==> src/rtl/mem_copy_dma_pkg.sv <==
// mem_dma_pkg: FSM encoding and default RAM geometry shared by the copy engine and the RAM instance.
package mem_dma_pkg;
   typedef enum logic [1:0] {IDLE = 2'd0, PRIME = 2'd1, STREAM = 2'd2, DONE = 2'd3} state_t;
   localparam int MEM_WIDTH_DEF = 12;
   localparam int ADDR_WIDTH_DEF = 12;
   localparam int PORT_COUNT_DEF = 2;
endpackage

==> src/rtl/mem_copy_dma_if.sv <==
// mem_copy_dma_if: flat multiport RAM bus; master drives address/data/write, slave returns registered read data.
interface mem_copy_dma_if import mem_dma_pkg::*; #(
   parameter int MEM_WIDTH = MEM_WIDTH_DEF,
   parameter int ADDR_WIDTH = ADDR_WIDTH_DEF,
   parameter int PORT_COUNT = PORT_COUNT_DEF
);
   logic [ADDR_WIDTH*PORT_COUNT-1:0] mem_address;
   logic [MEM_WIDTH*PORT_COUNT-1:0] mem_datain;
   logic [MEM_WIDTH*PORT_COUNT-1:0] mem_dataout;
   logic [PORT_COUNT-1:0] mem_write;
   modport master(output mem_address, output mem_datain, output mem_write, input mem_dataout);
   modport slave(input mem_address, input mem_datain, input mem_write, output mem_dataout);
endinterface

==> src/rtl/mem_copy_dma_pack.sv <==
// mem_port_pack: places the read and write port signals into their flat-bus slices, zero elsewhere.
module mem_port_pack import mem_dma_pkg::*; #(
   parameter int MEM_WIDTH = MEM_WIDTH_DEF,
   parameter int ADDR_WIDTH = ADDR_WIDTH_DEF,
   parameter int PORT_COUNT = PORT_COUNT_DEF,
   parameter int RD_PORT = 0,
   parameter int WR_PORT = 1
) (
   input  logic [ADDR_WIDTH-1:0] rd_addr,
   input  logic [ADDR_WIDTH-1:0] wr_addr,
   input  logic [MEM_WIDTH-1:0] wr_data,
   input  logic wr_en,
   output logic [ADDR_WIDTH*PORT_COUNT-1:0] address,
   output logic [MEM_WIDTH*PORT_COUNT-1:0] datain,
   output logic [PORT_COUNT-1:0] write
);
   always_comb begin
      address = '0;
      datain = '0;
      write = '0;
      address[RD_PORT*ADDR_WIDTH +: ADDR_WIDTH] = rd_addr;
      address[WR_PORT*ADDR_WIDTH +: ADDR_WIDTH] = wr_addr;
      datain[WR_PORT*MEM_WIDTH +: MEM_WIDTH] = wr_data;
      write[WR_PORT] = wr_en;
   end
endmodule

==> src/rtl/mem_copy_dma.sv <==
// mem_copy_dma: forward word copy through a read port and a write port, one word per cycle after a prime cycle.
// Define MEM_COPY_DMA_CHECKSUM_EN to add an XOR checksum of the written words.
module mem_copy_dma import mem_dma_pkg::*; #(
   parameter int MEM_WIDTH = MEM_WIDTH_DEF,
   parameter int ADDR_WIDTH = ADDR_WIDTH_DEF,
   parameter int PORT_COUNT = PORT_COUNT_DEF,
   parameter int RD_PORT = 0,
   parameter int WR_PORT = 1
) (
   input  logic clk,
   input  logic reset,
   mem_copy_dma_if.master mem,
   input  logic start,
   input  logic [ADDR_WIDTH-1:0] src_addr,
   input  logic [ADDR_WIDTH-1:0] dst_addr,
   input  logic [ADDR_WIDTH-1:0] length,
   output logic busy,
   output logic done
`ifdef MEM_COPY_DMA_CHECKSUM_EN
  ,output logic [MEM_WIDTH-1:0] checksum
`endif
);
   state_t state_q, state_d;
   logic [ADDR_WIDTH-1:0] rd_ptr_q, rd_ptr_d, wr_ptr_q, wr_ptr_d, rem_q, rem_d;
   logic [MEM_WIDTH-1:0] rd_data, wr_data;
   logic [ADDR_WIDTH-1:0] rd_addr, wr_addr;
   logic wr_en;
`ifdef MEM_COPY_DMA_CHECKSUM_EN
   logic [MEM_WIDTH-1:0] chk_q, chk_d;
   assign checksum = chk_q;
`endif
   assign rd_data = mem.mem_dataout[RD_PORT*MEM_WIDTH +: MEM_WIDTH];
   always_ff @(posedge clk or negedge reset) begin
      if (!reset) begin
         state_q <= IDLE;
         rd_ptr_q <= '0;
         wr_ptr_q <= '0;
         rem_q <= '0;
`ifdef MEM_COPY_DMA_CHECKSUM_EN
         chk_q <= '0;
`endif
      end else begin
         state_q <= state_d;
         rd_ptr_q <= rd_ptr_d;
         wr_ptr_q <= wr_ptr_d;
         rem_q <= rem_d;
`ifdef MEM_COPY_DMA_CHECKSUM_EN
         chk_q <= chk_d;
`endif
      end
   end
   always_comb begin
      state_d = state_q;
      rd_ptr_d = rd_ptr_q;
      wr_ptr_d = wr_ptr_q;
      rem_d = rem_q;
`ifdef MEM_COPY_DMA_CHECKSUM_EN
      chk_d = chk_q;
`endif
      case (state_q)
         IDLE: if (start) begin
            rd_ptr_d = src_addr;
            wr_ptr_d = dst_addr;
            rem_d = length;
            state_d = (length != '0) ? PRIME : DONE;
`ifdef MEM_COPY_DMA_CHECKSUM_EN
            chk_d = '0;
`endif
         end
         PRIME: begin
            rd_ptr_d = rd_ptr_q + 1'b1;
            state_d = STREAM;
         end
         STREAM: begin
            rd_ptr_d = rd_ptr_q + 1'b1;
            wr_ptr_d = wr_ptr_q + 1'b1;
            rem_d = rem_q - 1'b1;
            state_d = (rem_q == ADDR_WIDTH'(1)) ? DONE : STREAM;
`ifdef MEM_COPY_DMA_CHECKSUM_EN
            chk_d = chk_q ^ rd_data;
`endif
         end
         default: state_d = IDLE;
      endcase
   end
   // Outputs decode from registered state only, so an async reset drops them at once.
   always_comb begin
      busy = (state_q == PRIME) || (state_q == STREAM);
      done = state_q == DONE;
      wr_en = state_q == STREAM;
      rd_addr = busy ? rd_ptr_q : '0;
      wr_addr = wr_en ? wr_ptr_q : '0;
      wr_data = wr_en ? rd_data : '0;
   end
   mem_port_pack #(
      .MEM_WIDTH(MEM_WIDTH), .ADDR_WIDTH(ADDR_WIDTH), .PORT_COUNT(PORT_COUNT),
      .RD_PORT(RD_PORT), .WR_PORT(WR_PORT)
   ) u_pack (
      .rd_addr(rd_addr), .wr_addr(wr_addr), .wr_data(wr_data), .wr_en(wr_en),
      .address(mem.mem_address), .datain(mem.mem_datain), .write(mem.mem_write)
   );
endmodule

==> src/flat_wrapper.sv <==
// flat-port wrapper written by rule: the top's interface ports become plain ports
module mem_copy_dma_flat import mem_dma_pkg::*;
#(
   parameter int MEM_WIDTH = MEM_WIDTH_DEF,
   parameter int ADDR_WIDTH = ADDR_WIDTH_DEF,
   parameter int PORT_COUNT = PORT_COUNT_DEF,
   parameter int RD_PORT = 0,
   parameter int WR_PORT = 1
)
  (clk, reset, start, src_addr, dst_addr, length, busy, done, mem_mem_address, mem_mem_datain, mem_mem_write, mem_mem_dataout);
  mem_copy_dma_if #(.MEM_WIDTH(MEM_WIDTH), .ADDR_WIDTH(ADDR_WIDTH), .PORT_COUNT(PORT_COUNT)) mem_i ();
  input  logic clk;
  input  logic reset;
  input  logic start;
  input  logic [ADDR_WIDTH-1:0] src_addr;
  input  logic [ADDR_WIDTH-1:0] dst_addr;
  input  logic [ADDR_WIDTH-1:0] length;
  output logic busy;
  output logic done;
  output wire logic [$bits(mem_i.mem_address)-1:0] mem_mem_address;
  output wire logic [$bits(mem_i.mem_datain)-1:0] mem_mem_datain;
  output wire logic [$bits(mem_i.mem_write)-1:0] mem_mem_write;
  input wire logic [$bits(mem_i.mem_dataout)-1:0] mem_mem_dataout;
  assign mem_mem_address = mem_i.mem_address;
  assign mem_mem_datain = mem_i.mem_datain;
  assign mem_mem_write = mem_i.mem_write;
  assign mem_i.mem_dataout = mem_mem_dataout;
  mem_copy_dma #(.MEM_WIDTH(MEM_WIDTH), .ADDR_WIDTH(ADDR_WIDTH), .PORT_COUNT(PORT_COUNT), .RD_PORT(RD_PORT), .WR_PORT(WR_PORT)) u_core (.clk(clk), .reset(reset), .mem(mem_i), .start(start), .src_addr(src_addr), .dst_addr(dst_addr), .length(length), .busy(busy), .done(done));
endmodule
==> config.mk <==
export PLATFORM = sky130hd
export DESIGN_NAME = mem_copy_dma_flat
export DESIGN_NICKNAME = d
export VERILOG_FILES = /design/src/rtl/mem_copy_dma_pkg.sv /design/src/rtl/mem_copy_dma_if.sv /design/src/rtl/mem_copy_dma_pack.sv /design/src/rtl/mem_copy_dma.sv /design/src/flat_wrapper.sv
export SDC_FILE = /design/constraint.sdc
export NUM_CORES = 1
export LEC_CHECK = 0
export BUFFER_PORTS_ARGS = -buffer_cell sky130_fd_sc_hd__buf_2
export CELL_PAD_IN_SITES_DETAIL_PLACEMENT = 1
export CELL_PAD_IN_SITES_GLOBAL_PLACEMENT = 1
export CORE_MARGIN = 2
export CORE_UTILIZATION = 34
export CTS_CLUSTER_SIZE = 12
export DETAILED_ROUTE_END_ITERATION = 10
export GPL_ROUTABILITY_DRIVEN = 0
export PLACE_DENSITY_LB_ADDON = 0.1
export SLEW_MARGIN = 20
export SYNTH_ARGS = -nofsm -noshare
export SYNTH_HDL_FRONTEND = slang
export SYNTH_SLANG_ARGS = --single-unit
==> constraint.sdc <==
create_clock -name clk -period 2.05 [get_ports clk]
set_clock_uncertainty 0.15 [all_clocks]
set_input_delay 0.205 -clock clk [delete_from_list [all_inputs] [get_ports clk]]
set_output_delay 0.205 -clock clk [all_outputs]
set_load 0.01 [all_outputs]
# == Word level (Yosys, flattened, before mapping) ==
# Cells that the tools add are included.
# op_classes
addsub,3
eq_ne,5
muxes,13
reduce_logical,8
# op_table
op,count
$mux 12,6
$pmux 12 s2,3
$add 12x1->12 const B,2
$eq 12x1->1 const B,1
$reduce_bool 12->1,1
$sub 12x1->12 const B,1
$pmux 2 s3,1
$eq 2x2->1 const B,2
$mux 2,2
$reduce_and 2->1,2
$reduce_bool 2->1,2
$eq 2x1->1 const B,1
$logic_not 2->1,1
$ne 2x2->1 const B,1
$reduce_or 2->1,1
$logic_or 1x1->1,1
$mux 1,1
# totals
regBits,38
input_bits,63
output_inout_bits,52
word_cells,33

# == Depth between registers and ports, before layout ==
# depth
depth_word,4
mapped_depth,8

# == Modules after synthesis ==
# A second synthesis with hierarchy kept.
# unflattened
cells_unflattened,385
area_unflattened_um2,3075.4
# by_module_without_submodules
module,n_inst,cells_per_inst,area_each_um2,seq_area_each_um2
mem_copy_dma,1,334,2696.3,950.9
mem_port_pack,1,51,379.1,0.0

# == Worst setup path after synthesis ==
# OpenSTA, ideal clock, no wires.
# synth_path
path_kind,register -> output
start,register u_core.state_q[0]
end,output port mem_mem_address[17]
arrival_time_ns,1.647
setup_slack_ns,0.048
stages_incl_launch_ff,7
path_cell_list,dfrtp_1 -> inv_1 -> ha_1 -> clkbuf_1 -> clkbuf_1 -> clkbuf_1 -> and2_1
# synth_between
elab_chain_cells,2
# synth_lines
element,line,source
"start, declared",mem_copy_dma.sv:23,"state_t state_q, state_d;"
"start signal, assigned",mem_copy_dma.sv:43,state_q <= state_d;
$eq 2x2->1,mem_copy_dma.sv:90,wr_en = state_q == STREAM;
named net u_core.u_pack.wr_en,mem_copy_dma_pack.sv:12,"input logic wr_en,"
$mux 12,mem_copy_dma.sv:92,wr_addr = wr_en ? wr_ptr_q : '0;
"end, declared",flat_wrapper.sv:20,output wire logic [$bits(mem_i.mem_address)-1:0] mem_mem_address;
# The timed path passes the listed nets, and every way through them passes these cells.

# == Final worst setup path ==
# layout_path
start,register u_core.state_q[1]
end,output port mem_mem_address[10]
# layout_between
elab_chain_cells,3
word_cells_on_any_way,4
cone_classes,eq/ne: 2; mux: 1; reduce/logical: 1
# layout_lines
element,line,source
$eq 2x1->1 or $eq 2x2->1 (tied branches),mem_copy_dma.sv:88,busy = (state_q == PRIME) || (state_q == STREAM);
$logic_or 1x1->1 *,mem_copy_dma.sv:88,
$mux 12 *,mem_copy_dma.sv:91,rd_addr = busy ? rd_ptr_q : '0;
# Every way passes the cells marked *; elsewhere a longest branch is shown, timed or not.

==> metrics.log <==
[metrics] outcome: finished, final reports clean
[metrics] initial core utilization: 35.40%
[metrics] Synth Warn #: 0
[metrics] Worst VDD drop: 334.0 uV
[metrics] vias after detailed routing: 2,877
[metrics] total cell area at the placement stage: 3381 um2
[metrics] launch point of the critical path: u_core.state_q[1]$_DFFE_PN0P_
[metrics] worst skew pair latency: 290 ps
[metrics] synthesis-stage register bit count: 38
[metrics] mean post-synth cell area: 8.250 um2
[metrics] global-route wire length before repair: 13,590 um
[metrics] leakage: 1.683 nW
[metrics] Core Area: 7807 um2
[metrics] placement-stage worst setup slack: 80.01 ps
[metrics] Power Dens Cells: 575.9 nW/um2
[metrics] global route overflow: 0
[metrics] largest net degree at the start of global routing: 41
[metrics] Worst R2R Path Depth: 8
[metrics] TritonCTS Buffers: 5
[metrics] PnR Total Power: 2.018 mW
[metrics] crit start category: flop
[metrics] Fmax: 0.5156 GHz
[metrics] 1st-iter DRT viols: 108
[metrics] Area Overhead vs Synth: 26.75%
[metrics] kind of critical path: flop to output pin
[metrics] fraction of layout instances using a drive strength above 1: 29.20%
[metrics] die area: 8866 um2
[metrics] leading cell type in the layout, fill and taps excluded: sky130_fd_sc_hd__buf_2
[metrics] final-report max-slew violation count: 0
[metrics] nature of the critical path endpoint: output pin
[metrics] r2r startpoint: u_core.state_q[0]$_DFFE_PN0P_
[metrics] core occupancy in the finished layout: 44.87%
[metrics] most frequently used flop master after synthesis: sky130_fd_sc_hd__dfrtp_1
[metrics] endpoints failing hold: 0
[metrics] average via count per standard cell: 5.358
[metrics] fill count: 994
[metrics] Syn Std Cell Area: 2764 um2
[metrics] post-route insts no fill: 537
[metrics] post-CTS clock slew at the launch and capture registers of the worst setup and hold paths: 80 ps
[metrics] CTS tree: yes
[metrics] worst min-delay path category: input pin to flop
[metrics] r2r endpoint: u_core.rd_ptr_q[7]$_DFFE_PN0P_
[metrics] Sink Count: 38
[metrics] overall global routing resource usage: 19.30%
[metrics] timing endpoint of the critical path: mem_mem_address[10]
[metrics] data required time of the critical path: 1690 ps
[metrics] Setup WS post-layout: 110.4 ps
[metrics] Bufs on Longest Clock Path: 2
[metrics] post-route DRC violation count: 0
[metrics] synthesized netlist cell count: 335
[metrics] final worst path period need: 1940 ps
[metrics] post-route ant nets: 0
[metrics] x dimension of the die: 94.16 um
[metrics] slack of the worst reg-to-reg path: 150 ps
[metrics] number of top-level pins: 115
[metrics] Wirelength per Cell: 15.45 um
[metrics] detailed-router iteration count before antenna repair: 4
[metrics] number of maximum-capacitance constraint violations: 0
[metrics] top library cells by usage in the layout, fill and taps aside: 89 x sky130_fd_sc_hd__buf_2, 38 x sky130_fd_sc_hd__dfrtp_1, 36 x sky130_fd_sc_hd__a21oi_1
[metrics] highest net fanout along the worst path: 40
[metrics] antenna violations before repair: 0
[metrics] share of the cycle needed by the critical path after routing: 94.61%
[metrics] number of H-tree levels: 2
[metrics] fin nets: 504
[metrics] cell total after placement: 528
[metrics] EDFF count, synth: 0
[metrics] async set-reset flop share out of synthesis: 100.0%
[metrics] standard-cell row count: 32
[metrics] count of inserted antenna diode cells: 0
[metrics] sequential-to-total area share from yosys stat: 34.40%
[metrics] data arrival time of the critical path: 1580 ps
[metrics] via count of the first global-routing pass: 2,794
[metrics] die height: 94.16 um
[metrics] post-CTS setup buffers: 0
[metrics] Netlist cell types: 44
[metrics] I/O Buffers: 89
[metrics] area used by sequential logic in the layout: 950.9 um2
[metrics] Worst Tran Pin Value: 513.7 ps
[metrics] Setup violations, final: 0
[metrics] hpwl dp: 6324 um
[metrics] routed wire length: 8294 um
[metrics] area of the multi-input gates: 1639 um2
[metrics] Max-slew headroom: 65.44%
[metrics] finished layout cell area: 3503 um2
[metrics] Clock Tree Root: sky130_fd_sc_hd__clkbuf_8
[cells by family (layout without fill, tap and decap cells)]
logic type / count (synthesis) / count (layout) / share of synthesized area, %
other: 1 / 13 / 0.1357
buffers and inverters: 44 / 132 / 8.239
and+or+nand+nor: 129 / 129 / 26.53
adders and majority gates: 7 / 7 / 3.169
AOI/OAI and AO/OA: 101 / 101 / 22.00
muxes: 15 / 15 / 5.523
DFF: 38 / 38 / 34.40
[cell usage after synthesis, types with 4 or more instances]
| cell type | count | area share, % |
|---|---|---|
| sky130_fd_sc_hd__a31oi_1 | 4 | 0.91 |
| sky130_fd_sc_hd__nand4_1 | 5 | 1.1 |
| sky130_fd_sc_hd__o31ai_1 | 4 | 1.1 |
| sky130_fd_sc_hd__mux2i_1 | 13 | 4.7 |
| sky130_fd_sc_hd__nor3_1 | 6 | 1.1 |
| sky130_fd_sc_hd__buf_2 | 8 | 1.4 |
| sky130_fd_sc_hd__ha_1 | 7 | 3.2 |
| sky130_fd_sc_hd__nand2b_1 | 8 | 1.8 |
| sky130_fd_sc_hd__nand3_1 | 16 | 2.9 |
| sky130_fd_sc_hd__inv_1 | 11 | 1.5 |
| sky130_fd_sc_hd__nor2b_1 | 4 | 0.91 |
| sky130_fd_sc_hd__and2_1 | 34 | 7.7 |
| sky130_fd_sc_hd__a21oi_1 | 36 | 6.5 |
| sky130_fd_sc_hd__clkbuf_1 | 10 | 1.4 |
| sky130_fd_sc_hd__nand2_1 | 24 | 3.3 |
| sky130_fd_sc_hd__nor2_1 | 10 | 1.4 |
| sky130_fd_sc_hd__nor4_1 | 6 | 1.4 |
| sky130_fd_sc_hd__o22ai_1 | 23 | 5.2 |
| sky130_fd_sc_hd__o21ai_0 | 18 | 3.3 |
| sky130_fd_sc_hd__and3_1 | 4 | 0.91 |
| sky130_fd_sc_hd__buf_4 | 14 | 3.8 |
| sky130_fd_sc_hd__dfrtp_1 | 38 | 34 |
[report_power, final]
part	total (mW)	leakage (nW)	internal (mW)	switching [mW]
clock	0.553	0.0482	0.272	0.281
combinational	0.533	1.18	0.253	0.281
sequential	0.932	0.451	0.823	0.109
total	2.02	1.68	1.35	0.670
[per-stage QoR]
| step | hold slack, ps | setup TNS (ps) |
|---|---|---|
| 2_1_floorplan | -240.6 | 0 |
| 3_3_place_gp | 39.32 | 0 |
| 3_5_place_dp | 39.52 | 0 |
| 4_1_cts | 30.87 | 0 |
| 5_1_grt | 48.51 | -19.99 |
| 6_report | 35.47 | 0 |
[layer usage]
metal / wire [um] / GRT usage (%)
met1: 3953 / 26.09
met2: 3785 / 32.02
met3: 479 / 3.371
met4: 76 / 4.710
met5: 0 / 0
[layout make-up]
cell class | instances | area share [%]
clock buffers | 7 | 2.464
well taps | 102 | 3.643
clock inverters | 1 | 0.1429
repair buffers | 113 | 18.64
multi-input cells | 265 | 46.79
flip-flops and latches | 38 | 27.14
inverters | 11 | 1.179
[worst max-delay path, cell delays in order (launching register included)]
cell and delay [ps]:
sky130_fd_sc_hd__dfrtp_1 370, sky130_fd_sc_hd__inv_1 60, sky130_fd_sc_hd__ha_1 340, sky130_fd_sc_hd__buf_12 210
sky130_fd_sc_hd__and2_1 170, sky130_fd_sc_hd__buf_2 140
[registers in the layout (all words and copies together) (netlist names)]
name and flops:
u_core.rd_ptr_q 12, u_core.rem_q 12, u_core.state_q 2, u_core.wr_ptr_q 12
[how the worst min path moves through the flow]
stage	start	to	depth (start not counted)
final	dst_addr[6]	u_core.wr_ptr_q[6]$_DFFE_PN0P_	3
after detailed placement	reset	u_core.rem_q[0]$_DFFE_PN0P_	1
after global placement	reset	u_core.rem_q[0]$_DFFE_PN0P_	1
after CTS	dst_addr[3]	u_core.wr_ptr_q[3]$_DFFE_PN0P_	3
after floorplan	reset	u_core.rd_ptr_q[0]$_DFFE_PN0P_	0
after global routing	dst_addr[7]	u_core.wr_ptr_q[7]$_DFFE_PN0P_	3
[timing repair]
| action | in CTS | in global routing |
|---|---|---|
| gates resized for setup | 1 | 4 |
| endpoints found under the hold margin | 18 | 0 |
| setup endpoints to repair | 5 | 20 |
| hold buffers | 1 | 0 |
Note: power is estimated with default switching activity, not from simulation.
